===== config.mk =====
export PLATFORM = sky130hd
export DESIGN_NAME = alu_op_issue
export DESIGN_NICKNAME = d
export VERILOG_FILES = /design/src/rtl/mips_pkg.sv /design/src/rtl/alu_op_decode.sv /design/src/rtl/alu_op_issue.sv
export SDC_FILE = /design/constraint.sdc
export NUM_CORES = 1
export LEC_CHECK = 0
export ABC_AREA = 0
export ABC_CLOCK_PERIOD_IN_PS = 2200
export BUFFER_PORTS_ARGS = -buffer_cell sky130_fd_sc_hd__clkbuf_2
export CAP_MARGIN = 20
export CORE_AREA = 2 2 112 114
export DETAILED_ROUTE_END_ITERATION = 12
export DIE_AREA = 0 0 114 116
export GPL_ROUTABILITY_DRIVEN = 0
export PLACE_DENSITY = 0.78
export SKIP_CTS_REPAIR_TIMING = 1
export SYNTH_ARGS = -nofsm -noshare
export SYNTH_HDL_FRONTEND = slang
export SYNTH_HIERARCHICAL = 1
export SYNTH_SLANG_ARGS = --single-unit

===== constraint.sdc =====
create_clock -name i_clk -period 2.2 [get_ports i_clk]
set_clock_uncertainty 0.05 [all_clocks]
set_input_delay 0.11 -clock i_clk [delete_from_list [all_inputs] [get_ports i_clk]]
set_output_delay 0.11 -clock i_clk [all_outputs]
set_load 0.03 [all_outputs]

===== src/rtl/mips_pkg.sv =====
// Shared MIPS opcode/funct constants and ALU operation encodings (decode side and ALU side).
package mips_pkg;

    typedef enum logic [4:0] {
        OP_AND = 5'b00000,
        OP_OR  = 5'b00001,
        OP_ADD = 5'b00010,
        OP_XOR = 5'b00011,
        OP_SUB = 5'b00110,
        OP_SLT = 5'b00111,
        OP_SLL = 5'b01000,
        OP_SRL = 5'b01001,
        OP_SRA = 5'b01010,
        OP_NOR = 5'b01100,
        OP_JAL = 5'b01101,
        OP_LUI = 5'b01110
    } ope_e;

    localparam logic [5:0] OPC_RTYPE    = 6'h00;
    localparam logic [5:0] OPC_JAL      = 6'h03;
    localparam logic [5:0] OPC_BEQ      = 6'h04;
    localparam logic [5:0] OPC_BNE      = 6'h05;
    localparam logic [5:0] OPC_ADDI     = 6'h08;
    localparam logic [5:0] OPC_ADDIU    = 6'h09;
    localparam logic [5:0] OPC_SLTI     = 6'h0A;
    localparam logic [5:0] OPC_ANDI     = 6'h0C;
    localparam logic [5:0] OPC_ORI      = 6'h0D;
    localparam logic [5:0] OPC_XORI     = 6'h0E;
    localparam logic [5:0] OPC_LUI      = 6'h0F;
    localparam logic [5:0] OPC_MEM_LO   = 6'h20;
    localparam logic [5:0] OPC_STORE_LO = 6'h28;
    localparam logic [5:0] OPC_MEM_HI   = 6'h2B;

    localparam logic [5:0] FN_SLL  = 6'h00;
    localparam logic [5:0] FN_SRL  = 6'h02;
    localparam logic [5:0] FN_SRA  = 6'h03;
    localparam logic [5:0] FN_SLLV = 6'h04;
    localparam logic [5:0] FN_SRLV = 6'h06;
    localparam logic [5:0] FN_SRAV = 6'h07;
    localparam logic [5:0] FN_JR   = 6'h08;
    localparam logic [5:0] FN_JALR = 6'h09;
    localparam logic [5:0] FN_ADDU = 6'h21;
    localparam logic [5:0] FN_SUBU = 6'h23;
    localparam logic [5:0] FN_AND  = 6'h24;
    localparam logic [5:0] FN_OR   = 6'h25;
    localparam logic [5:0] FN_XOR  = 6'h26;
    localparam logic [5:0] FN_NOR  = 6'h27;
    localparam logic [5:0] FN_SLT  = 6'h2A;

    localparam logic [4:0] REG_RA = 5'd31;

    typedef struct packed {
        logic [5:0] opcode;
        logic [4:0] rs;
        logic [4:0] rt;
        logic [4:0] rd;
        logic [4:0] shamt;
        logic [5:0] funct;
    } instr_t;

endpackage


===== src/rtl/alu_op_decode.sv =====
// Combinational MIPS decode: ALU select, operand muxes, destination, write enable, illegal flag.
// Zero latency, no state; unknown opcode/funct degrades to a non-writing ADD.
module alu_op_decode
    import mips_pkg::*;
#(
    parameter int NB_BITS = 32,
    parameter int NB_OPE  = 5
) (
    input  logic [31:0]        instr_i,
    input  logic [NB_BITS-1:0] pc4_i,
    input  logic [NB_BITS-1:0] rs_data_i,
    input  logic [NB_BITS-1:0] rt_data_i,
    output logic [NB_OPE-1:0]  ope_sel_o,
    output logic [NB_BITS-1:0] data_a_o,
    output logic [NB_BITS-1:0] data_b_o,
    output logic [4:0]         wr_reg_o,
    output logic               reg_we_o,
    output logic               illegal_o
);
    typedef enum logic [1:0] {A_RS, A_SHAMT, A_PC4} a_sel_e;
    typedef enum logic [1:0] {B_RT, B_SEXT, B_ZEXT, B_ZERO} b_sel_e;

    instr_t f;
    ope_e   ope;
    a_sel_e a_sel;
    b_sel_e b_sel;
    logic   use_rd;
    logic   link;
    logic   writes;
    logic   legal;
    logic   unused_rs;

    assign f         = instr_i;
    assign unused_rs = ^f.rs;

    always_comb begin
        ope    = OP_ADD;
        a_sel  = A_RS;
        b_sel  = B_RT;
        use_rd = 1'b0;
        link   = 1'b0;
        writes = 1'b1;
        legal  = 1'b1;
        if (f.opcode == OPC_RTYPE) begin
            use_rd = 1'b1;
            case (f.funct)
                FN_SLL:  begin ope = OP_SLL; a_sel = A_SHAMT; end
                FN_SRL:  begin ope = OP_SRL; a_sel = A_SHAMT; end
                FN_SRA:  begin ope = OP_SRA; a_sel = A_SHAMT; end
                FN_SLLV: ope = OP_SLL;
                FN_SRLV: ope = OP_SRL;
                FN_SRAV: ope = OP_SRA;
                FN_JR:   begin ope = OP_ADD; writes = 1'b0; end
                FN_JALR: begin ope = OP_JAL; a_sel = A_PC4; b_sel = B_ZERO; end
                FN_ADDU: ope = OP_ADD;
                FN_SUBU: ope = OP_SUB;
                FN_AND:  ope = OP_AND;
                FN_OR:   ope = OP_OR;
                FN_XOR:  ope = OP_XOR;
                FN_NOR:  ope = OP_NOR;
                FN_SLT:  ope = OP_SLT;
                default: legal = 1'b0;
            endcase
        end else begin
            case (f.opcode)
                OPC_JAL:             begin ope = OP_JAL; a_sel = A_PC4; b_sel = B_ZERO; link = 1'b1; end
                OPC_BEQ, OPC_BNE:    begin ope = OP_SUB; writes = 1'b0; end
                OPC_ADDI, OPC_ADDIU: begin ope = OP_ADD; b_sel = B_SEXT; end
                OPC_SLTI:            begin ope = OP_SLT; b_sel = B_SEXT; end
                OPC_ANDI:            begin ope = OP_AND; b_sel = B_ZEXT; end
                OPC_ORI:             begin ope = OP_OR;  b_sel = B_ZEXT; end
                OPC_XORI:            begin ope = OP_XOR; b_sel = B_ZEXT; end
                OPC_LUI:             begin ope = OP_LUI; b_sel = B_ZEXT; end
                default: begin
                    // Loads and stores share the address add; stores never write back.
                    if (f.opcode >= OPC_MEM_LO && f.opcode <= OPC_MEM_HI) begin
                        ope    = OP_ADD;
                        b_sel  = B_SEXT;
                        writes = (f.opcode < OPC_STORE_LO);
                    end else begin
                        legal = 1'b0;
                    end
                end
            endcase
        end
        if (!legal) begin
            ope    = OP_ADD;
            a_sel  = A_RS;
            b_sel  = B_RT;
            writes = 1'b0;
        end
    end

    always_comb begin
        case (a_sel)
            A_SHAMT: data_a_o = {{(NB_BITS-5){1'b0}}, f.shamt};
            A_PC4:   data_a_o = pc4_i;
            default: data_a_o = rs_data_i;
        endcase
        case (b_sel)
            B_SEXT:  data_b_o = {{(NB_BITS-16){instr_i[15]}}, instr_i[15:0]};
            B_ZEXT:  data_b_o = {{(NB_BITS-16){1'b0}}, instr_i[15:0]};
            B_ZERO:  data_b_o = '0;
            default: data_b_o = rt_data_i;
        endcase
    end

    assign wr_reg_o  = link ? REG_RA : (use_rd ? f.rd : f.rt);
    assign reg_we_o  = writes && (wr_reg_o != 5'd0);
    assign illegal_o = !legal;
    assign ope_sel_o = NB_OPE'(ope);

endmodule


===== src/rtl/alu_op_issue.sv =====
// ALU issue stage: decoded op and operands land in one output register, o_valid one cycle after accept.
// o_ready = ~o_valid | i_ready; a held op stalls upstream until taken; flush kills held and incoming ops.
module alu_op_issue
    import mips_pkg::*;
#(
    parameter int NB_BITS = 32,
    parameter int NB_OPE  = 5
) (
    input  logic               i_clk,
    input  logic               i_rst_n,
    input  logic               i_valid,
    output logic               o_ready,
    input  logic [31:0]        i_instr,
    input  logic [NB_BITS-1:0] i_pc4,
    input  logic [NB_BITS-1:0] i_rs_data,
    input  logic [NB_BITS-1:0] i_rt_data,
    input  logic               i_flush,
    input  logic               i_ready,
    output logic               o_valid,
    output logic [NB_OPE-1:0]  o_ope_sel,
    output logic [NB_BITS-1:0] o_data_a,
    output logic [NB_BITS-1:0] o_data_b,
    output logic [4:0]         o_wr_reg,
    output logic               o_reg_we,
    output logic               o_illegal
);
    typedef struct packed {
        logic [NB_OPE-1:0]  ope_sel;
        logic [NB_BITS-1:0] data_a;
        logic [NB_BITS-1:0] data_b;
        logic [4:0]         wr_reg;
        logic               reg_we;
        logic               illegal;
    } issue_t;

    logic [NB_OPE-1:0]  dec_ope_sel;
    logic [NB_BITS-1:0] dec_data_a;
    logic [NB_BITS-1:0] dec_data_b;
    logic [4:0]         dec_wr_reg;
    logic               dec_reg_we;
    logic               dec_illegal;

    issue_t dec;
    issue_t out_q, out_d;
    logic   valid_q, valid_d;
    logic   accept;

    alu_op_decode #(.NB_BITS(NB_BITS), .NB_OPE(NB_OPE)) u_decode (
        .instr_i   (i_instr),
        .pc4_i     (i_pc4),
        .rs_data_i (i_rs_data),
        .rt_data_i (i_rt_data),
        .ope_sel_o (dec_ope_sel),
        .data_a_o  (dec_data_a),
        .data_b_o  (dec_data_b),
        .wr_reg_o  (dec_wr_reg),
        .reg_we_o  (dec_reg_we),
        .illegal_o (dec_illegal)
    );

    assign dec = '{ope_sel: dec_ope_sel, data_a: dec_data_a, data_b: dec_data_b,
                   wr_reg: dec_wr_reg, reg_we: dec_reg_we, illegal: dec_illegal};

    assign o_ready = ~valid_q | i_ready;
    assign accept  = i_valid & o_ready & ~i_flush;

    // Payload only loads on accept, so bubbles and flushes leave the ALU inputs quiet.
    always_comb begin
        valid_d = valid_q;
        out_d   = out_q;
        if (i_flush) begin
            valid_d = 1'b0;
        end else if (accept) begin
            valid_d = 1'b1;
            out_d   = dec;
        end else if (i_ready) begin
            valid_d = 1'b0;
        end
    end

    always_ff @(posedge i_clk or negedge i_rst_n) begin
        if (!i_rst_n) begin
            valid_q       <= 1'b0;
            out_q         <= '0;
            out_q.ope_sel <= NB_OPE'(OP_AND);
        end else begin
            valid_q <= valid_d;
            out_q   <= out_d;
        end
    end

    assign o_valid   = valid_q;
    assign o_ope_sel = out_q.ope_sel;
    assign o_data_a  = out_q.data_a;
    assign o_data_b  = out_q.data_b;
    assign o_wr_reg  = out_q.wr_reg;
    assign o_reg_we  = out_q.reg_we;
    assign o_illegal = out_q.illegal;

endmodule


==> flow_summary.toml, run 1 <==
[worst_hold_path]
min_path_type = "primary input to flop"
hold_start = "i_rt_data[27]"
min_to = "o_data_b[27]"
holdPathStages = 3

[setup_path]
crit_type = "primary input to flop"
r2r_cells = 4
rrSetupSlack_ns = 0.42
cpPeakStageDelay_ns = 0.42
crit_path_start_kind = "primary input"
path_depth = 11
path_cells = "clkbuf_2, nor4_2, and2_1, o21ai_2, nand3_1, inv_1, ha_2, nor2b_1, buf_12, a22o_1, mux2_1"
arrival_ns = 2.19
cp_top_family = "simple AND/OR/NAND/NOR gates"
worstPathRequired_ns = 2.37
crit_buf_inv = 3
cp_max_fo = 26
r2r-start = "o_valid"
critPathSlowestCell = "nor4_2"
rr_endpoint = "o_wr_reg[4]"
cp-end-kind = "flop"

[yosys]
synth_enable_flop_cells = 0
netlist_instances = 370
synthArstFlopShare_pct = 100
yosys_warnings = 6
synth_nets = 505
yosys_most_used_dff = "dfrtp_1"
synthesis.area_sq_mm = 0.00439
ys_ff_latch = 77
synthDistinctLibCells = 60
synth-seq-area-share_pct = 43.8
avgSynthCellArea_sq_um = 11.9

[routing]
avgViaCountPerCell = 5.22
wl_per_cell_microns = 16.4
remaining_drc_errors = 0
antenna_left = 0
drt_iter0_drc = 226
vias = 3873
drt_pass1_iterations = 4
routed_wl_mm = 12.2

[placement]
dpl.hpwl_mm = 9.10
placed_cell_area_sq_mm = 0.00576
io_buffers = 205

[final_layout]
final_common_cell = "clkbuf_2"
nets = 725
area_delta_synth_final_pct = 39.7
most-common-layout-cells = "clkbuf_2 (204), dfrtp_1 (77), a22o_1 (42)"
post_route_cells_drive_above_1_share_pct = 55.6
final_area_sq_mm = 0.00614
antenna_cells = 0
fin_util_pct = 51.5

[timing]
min_period_ns = 2.02
setup_viol = 0
rsz0062_at_grt = "false"
tightestPinTransition_ns = 0.834
fmax_mhz = 495
hold_viol = 0
slew-limit-headroom_pct = 44.4
final_max_slew_viol_count = 0
finalSetupTns_ns = 0
finalCritPeriodShare_pct = 91.7

[floorplan]
core-area_sq_mm = 0.0119
initial_core_util_pct = 36.9
ios = 211
row_count = 40
die_area_sq_mm = 0.0132
die_h_microns = 116
die_width_microns = 114

[power]
peakVddDrop_v = 0.000551
power.density_mw_per_mm2 = 820
p_leak_nw = 3.06

[global_route]
grt.total_usage_pct = 18.1
grt_max_degree = 78
antenna_found_initial = 0
grt-ovfl-total = 0
grt_pass1_wl_mm = 19.0
grt_pass1_vias = 3805

[clocking]
cts_buffers = 9
cts_root_buf = "clkbuf_16"
cts.sinks = 77
htree_levels = 3
cts_tree = "done"
insertion_delay_ns = 0.34
clkTransAtPathRegs_ns = 0.06
clk_path_buf_depth = 2

[run]
cap_viol_max_count = 0

[run_status]
outcome = "finished, final reports clean"
-- per-layer routing --
metal / wire length (microns) / global-route usage (%) / up-vias / share of wire [%]
li1: - / - / 1826 / -
met1: 5030 / 22.1 / 1891 / 41
met2: 6110 / 30.2 / 142 / 50
met3: 888 / 5.33 / 14 / 7.3
met4: 147 / 6.83 / 0 / 1.2
met5: 0 / 0 / - / 0
-- logic make-up after synthesis --
| group | after synthesis | share of synthesized area (%) |
|---|---|---|
| buffers and inverters | 40 | 5.89 |
| muxes | 78 | 20.0 |
| DFF | 77 | 43.8 |
| xor gates and xnor gates | 3 | 1.03 |
| AOI/OAI and AO/OA | 109 | 19.6 |
| adders and majority gates | 2 | 0.569 |
| other | 1 | 0.0853 |
| and+or+nand+nor | 60 | 9.00 |
-- per-stage QoR --
stage                     cells  worst slack (ns)  power, W  hold WS (ns)
after floorplan             370           -0.0704   0.00289        -0.236
after global placement      722            -0.122   0.00340         0.268
after detailed placement    722            -0.196   0.00345         0.280
after CTS                   738             0.166   0.00508       -0.0909
after global routing        742            0.0382   0.00527        0.0375
final                       742             0.182   0.00503        0.0313
-- cell type report --
| type | instances | area, sq um |
|---|---|---|
| sequential | 77 | 1930 |
| multi-input combinational | 253 | 2300 |
| clock inverter | 6 | 86.3 |
| timing repair buffer | 240 | 1370 |
| clock buffer | 10 | 239 |
| inverter | 9 | 33.8 |
| fill | 1064 | 5770 |
| tap | 147 | 184 |
-- synthesized netlist by cell type, types with 3 or more instances --
master | count | share of area [%]
a211oi_1 | 3 | 0.51
nand2_1 | 14 | 1.2
a21o_1 | 16 | 2.7
a31oi_1 | 3 | 0.43
clkbuf_1 | 7 | 0.60
inv_1 | 9 | 0.77
and2b_1 | 3 | 0.51
nor2b_1 | 6 | 0.85
a22o_1 | 42 | 8.4
mux2_2 | 38 | 9.7
nand3_1 | 3 | 0.34
nor2_1 | 10 | 0.85
o22ai_1 | 3 | 0.43
mux2_1 | 40 | 10
nor3_1 | 3 | 0.34
o21ai_0 | 9 | 1.0
dfrtp_1 | 77 | 44
buf_6 | 12 | 3.1
a21oi_1 | 11 | 1.3
a22oi_1 | 5 | 0.85
buf_2 | 9 | 1.0
-- where the power goes --
group	switching, W	leakage [nW]	internal [W]
clock network	0.000585	0.158	0.00102
registers	0.000144	0.908	0.00168
logic	0.000962	1.99	0.000642
total	0.00169	3.06	0.00334
-- worst min-delay path, stage by stage --
cell and delay (ns):
clkbuf_2 0.07, a21o_1 0.09, mux2_1 0.11
-- worst max-delay path by stage --
stage                         to         from  slack (ns)
floorplan           o_data_a[16]  i_instr[28]       -0.07
global placement    o_data_a[25]  i_instr[27]       -0.12
detailed placement  o_data_a[18]  i_instr[27]       -0.20
CTS                 o_data_a[18]  i_instr[27]        0.17
global route        o_data_a[19]  i_instr[27]        0.04
finish              o_data_a[19]  i_instr[27]        0.18
Note: power is estimated with default switching activity, not from simulation.
==> run 2, diff against run 1 <==
--- a/config.mk
+++ b/config.mk
@@ -5,15 +5,15 @@
 export SDC_FILE = /design/constraint.sdc
 export NUM_CORES = 1
 export LEC_CHECK = 0
-export ABC_AREA = 0
+export ABC_AREA = 1
 export ABC_CLOCK_PERIOD_IN_PS = 2200
 export BUFFER_PORTS_ARGS = -buffer_cell sky130_fd_sc_hd__clkbuf_2
 export CAP_MARGIN = 20
-export CORE_AREA = 2 2 112 114
+export CORE_AREA = 2 2 114 116
 export DETAILED_ROUTE_END_ITERATION = 12
-export DIE_AREA = 0 0 114 116
+export DIE_AREA = 0 0 116 118
 export GPL_ROUTABILITY_DRIVEN = 0
-export PLACE_DENSITY = 0.78
+export PLACE_DENSITY = 0.77
 export SKIP_CTS_REPAIR_TIMING = 1
 export SYNTH_ARGS = -nofsm -noshare
 export SYNTH_HDL_FRONTEND = slang
==> run 2 against run 1 <==
  * The flow now finishes with violations (negative hold slack)
  * Critical path depth grew 3
  * Global-route usage grew 1.6 points
  * Flip-flop and latch count is the same
  * Synthesized cell count grew 66%
  * Register-to-register slack gained 0.19 ns
  * Worst hold slack lost 0.045 ns
  * Clock-buffer cell count grew 1
  * Clock power shrank 16%
  * Core utilization shrank 3.1 points
  * Sequential power shrank 3%
  * Maximum frequency grew 11%
  * Cell count grew 33%
  * Critical path type unchanged
==> flow_summary.toml, run 2 <==
[run_status]
outcome = "finished with violations"
violations = "negative hold slack"

[placement]
dpl.cell_count = 972
io_buffers = 205
pre_cts_ws_ns = 0.0463
dpl.hpwl_mm = 10.2
placed_cell_area_sq_mm = 0.00573

[timing]
min_period_ns = 1.82
finalSetupTns_ns = 0
tightestPinTransition_ns = 0.771
fmax_mhz = 549
slew-limit-headroom_pct = 48.6
finalCritPeriodShare_pct = 82.8
hold_slack_ns = -0.0135
hold_viol = 1
final_max_slew_viol_count = 0
finalWorstSetupSlack_ns = 0.378
rsz0062_at_grt = "false"
setup_viol = 0

[routing]
antenna_left = 0
vias = 4766
avgViaCountPerCell = 4.81
route.met2.wl_mm = 6.61
wl_met3_mm = 1.17
m1WireLength_mm = 5.70
drt_pass1_iterations = 7
remaining_drc_errors = 0
routed_wl_mm = 13.7
drt_iter0_drc = 242
highest_layer = "met4"
wl_per_cell_microns = 13.8

[floorplan]
core-area_sq_mm = 0.0124
die_area_sq_mm = 0.0137
ios = 211
die_h_microns = 118
row_count = 41
initial_core_util_pct = 36.2
die_width_microns = 116

[power]
power.density_mw_per_mm2 = 747
peakVddDrop_v = 0.000306
swShare_pct = 36.9
power.total_w = 0.00450
pwr-share-comb_pct = 30.6
p_leak_nw = 3.53
power_switching_w = 0.00166
p_int_w = 0.00284
clockPowerShare_pct = 30.3
power_frac_seq_pct = 39.1

[global_route]
grt_pass1_vias = 4529
grt-ovfl-total = 0
grt_pass1_wl_mm = 21.7
grt.total_usage_pct = 19.7
grt_max_degree = 77
antenna_found_initial = 0

[yosys]
ys_ff_latch = 77
synthDistinctLibCells = 31
synth_enable_flop_cells = 0
synthArstFlopShare_pct = 100
post_synth_most_frequent_cells = "nand2_1 (215), nand3_1 (102), dfrtp_1 (77)"
yosys_warnings = 6
synth-seq-area-share_pct = 42.9
synthesis.area_sq_mm = 0.00450
yosysTopAreaCell = "dfrtp_1"
synth_nets = 748
post-synth-top-count-cell = "nand2_1"
synthTopCellsByArea = "dfrtp_1 (43%), nand2_1 (18%), nand3_1 (11%)"
yosys_most_used_dff = "dfrtp_1"
avgSynthCellArea_sq_um = 7.33
netlist_instances = 613
yosysTopAreaCellShare_pct = 42.9

[worst_hold_path]
min_path_type = "primary input to flop"
holdPathStages = 3

[clocking]
cts_tree = "done"
insertion_delay_ns = 0.33
cts_root_buf = "clkbuf_16"
cts_buffers = 9
clkTransAtPathRegs_ns = 0.07
htree_levels = 3
clk_path_buf_depth = 2
cts.sinks = 77

[final_layout]
fillers = 1296
area_delta_synth_final_pct = 33.9
final_common_cell = "nand2_1"
post_route_cells_drive_above_1_share_pct = 32.9
antenna_cells = 0
nets = 948
fin_cells = 990
final_area_sq_mm = 0.00602
most-common-layout-cells = "nand2_1 (214), clkbuf_2 (204), nand3_1 (102)"

[setup_path]
cp_max_fo = 32
crit_path_start_kind = "primary input"
cp-end-kind = "flop"
r2r_cells = 5
crit_type = "primary input to flop"
worstPathRequired_ns = 2.41
arrival_ns = 2.03

[run]
cap_viol_max_count = 0
-- run 2: worst max-delay path, stage by stage --
cell and delay, ns:
clkbuf_2 0.12, inv_2 0.04, nor2_1 0.20, nand3_2 0.12, o21ai_0 0.28, inv_1 0.08
ha_1 0.33, inv_1 0.07, nand2_1 0.04, inv_1 0.08, buf_12 0.19, a22o_1 0.17
nand3_1 0.08, nand2_1 0.12
-- run 2: kinds of logic (layout without fill, tap and decap cells) --
| family | after synthesis | count (layout) | share of synthesized area (%) |
|---|---|---|---|
| flops | 77 | 77 | 42.9 |
| compound gates | 72 | 72 | 11.8 |
| fa+ha+maj | 2 | 2 | 0.557 |
| buf+inv | 101 | 306 | 10.3 |
| simple gates | 360 | 360 | 34.5 |
| other cells | 1 | 1 | 0.0834 |
-- run 2: layout make-up --
type                            count  area, sq um  area share, %
Multi-Input combinational cell    435         2110           35.0
Sequential cell                    77         1930           32.0
Timing Repair Buffer              227         1260           21.0
Inverter                           63          239           3.97
Clock buffer                       11          233           3.87
Tap cell                          172          215           3.58
Clock inverter                      5         35.0          0.582
-- run 2: power by group through the flow --
stage	logic, W	clock network (W)	registers [W]
after floorplan	0.000438	0	0.00221
after global placement	0.00137	0	0.00177
after detailed placement	0.00139	0	0.00178
after CTS	0.00139	0.00139	0.00176
after global routing	0.00150	0.00145	0.00178
final	0.00138	0.00136	0.00176
-- run 2: worst paths after layout --
kind                       slack (ns)      endpoint          from
min                             -0.01       o_valid       i_valid
max                              0.38  o_data_a[18]    i_instr[3]
min in group asynchronous        0.26  o_data_a[20]       i_rst_n
min reg2reg                      0.42  o_data_b[30]  o_data_b[30]
max in group asynchronous        1.23  o_data_a[14]       i_rst_n
max reg2reg                      0.61   o_wr_reg[3]       o_valid
-- run 2: stage by stage --
step,hold slack [ns],util (%)
after detailed placement,0.0692,46.2
final,-0.0135,48.5
after floorplan,-0.236,-
after CTS,-0.288,48.3
after global placement,0.0618,46.2
after global routing,0.00137,48.5
-- run 2: metal layers --
layer  vias up  track usage, %
met5         -               0
met4         0            6.25
met3        17            4.12
met2       210            34.3
met1      2167            24.1
li1       2372               -
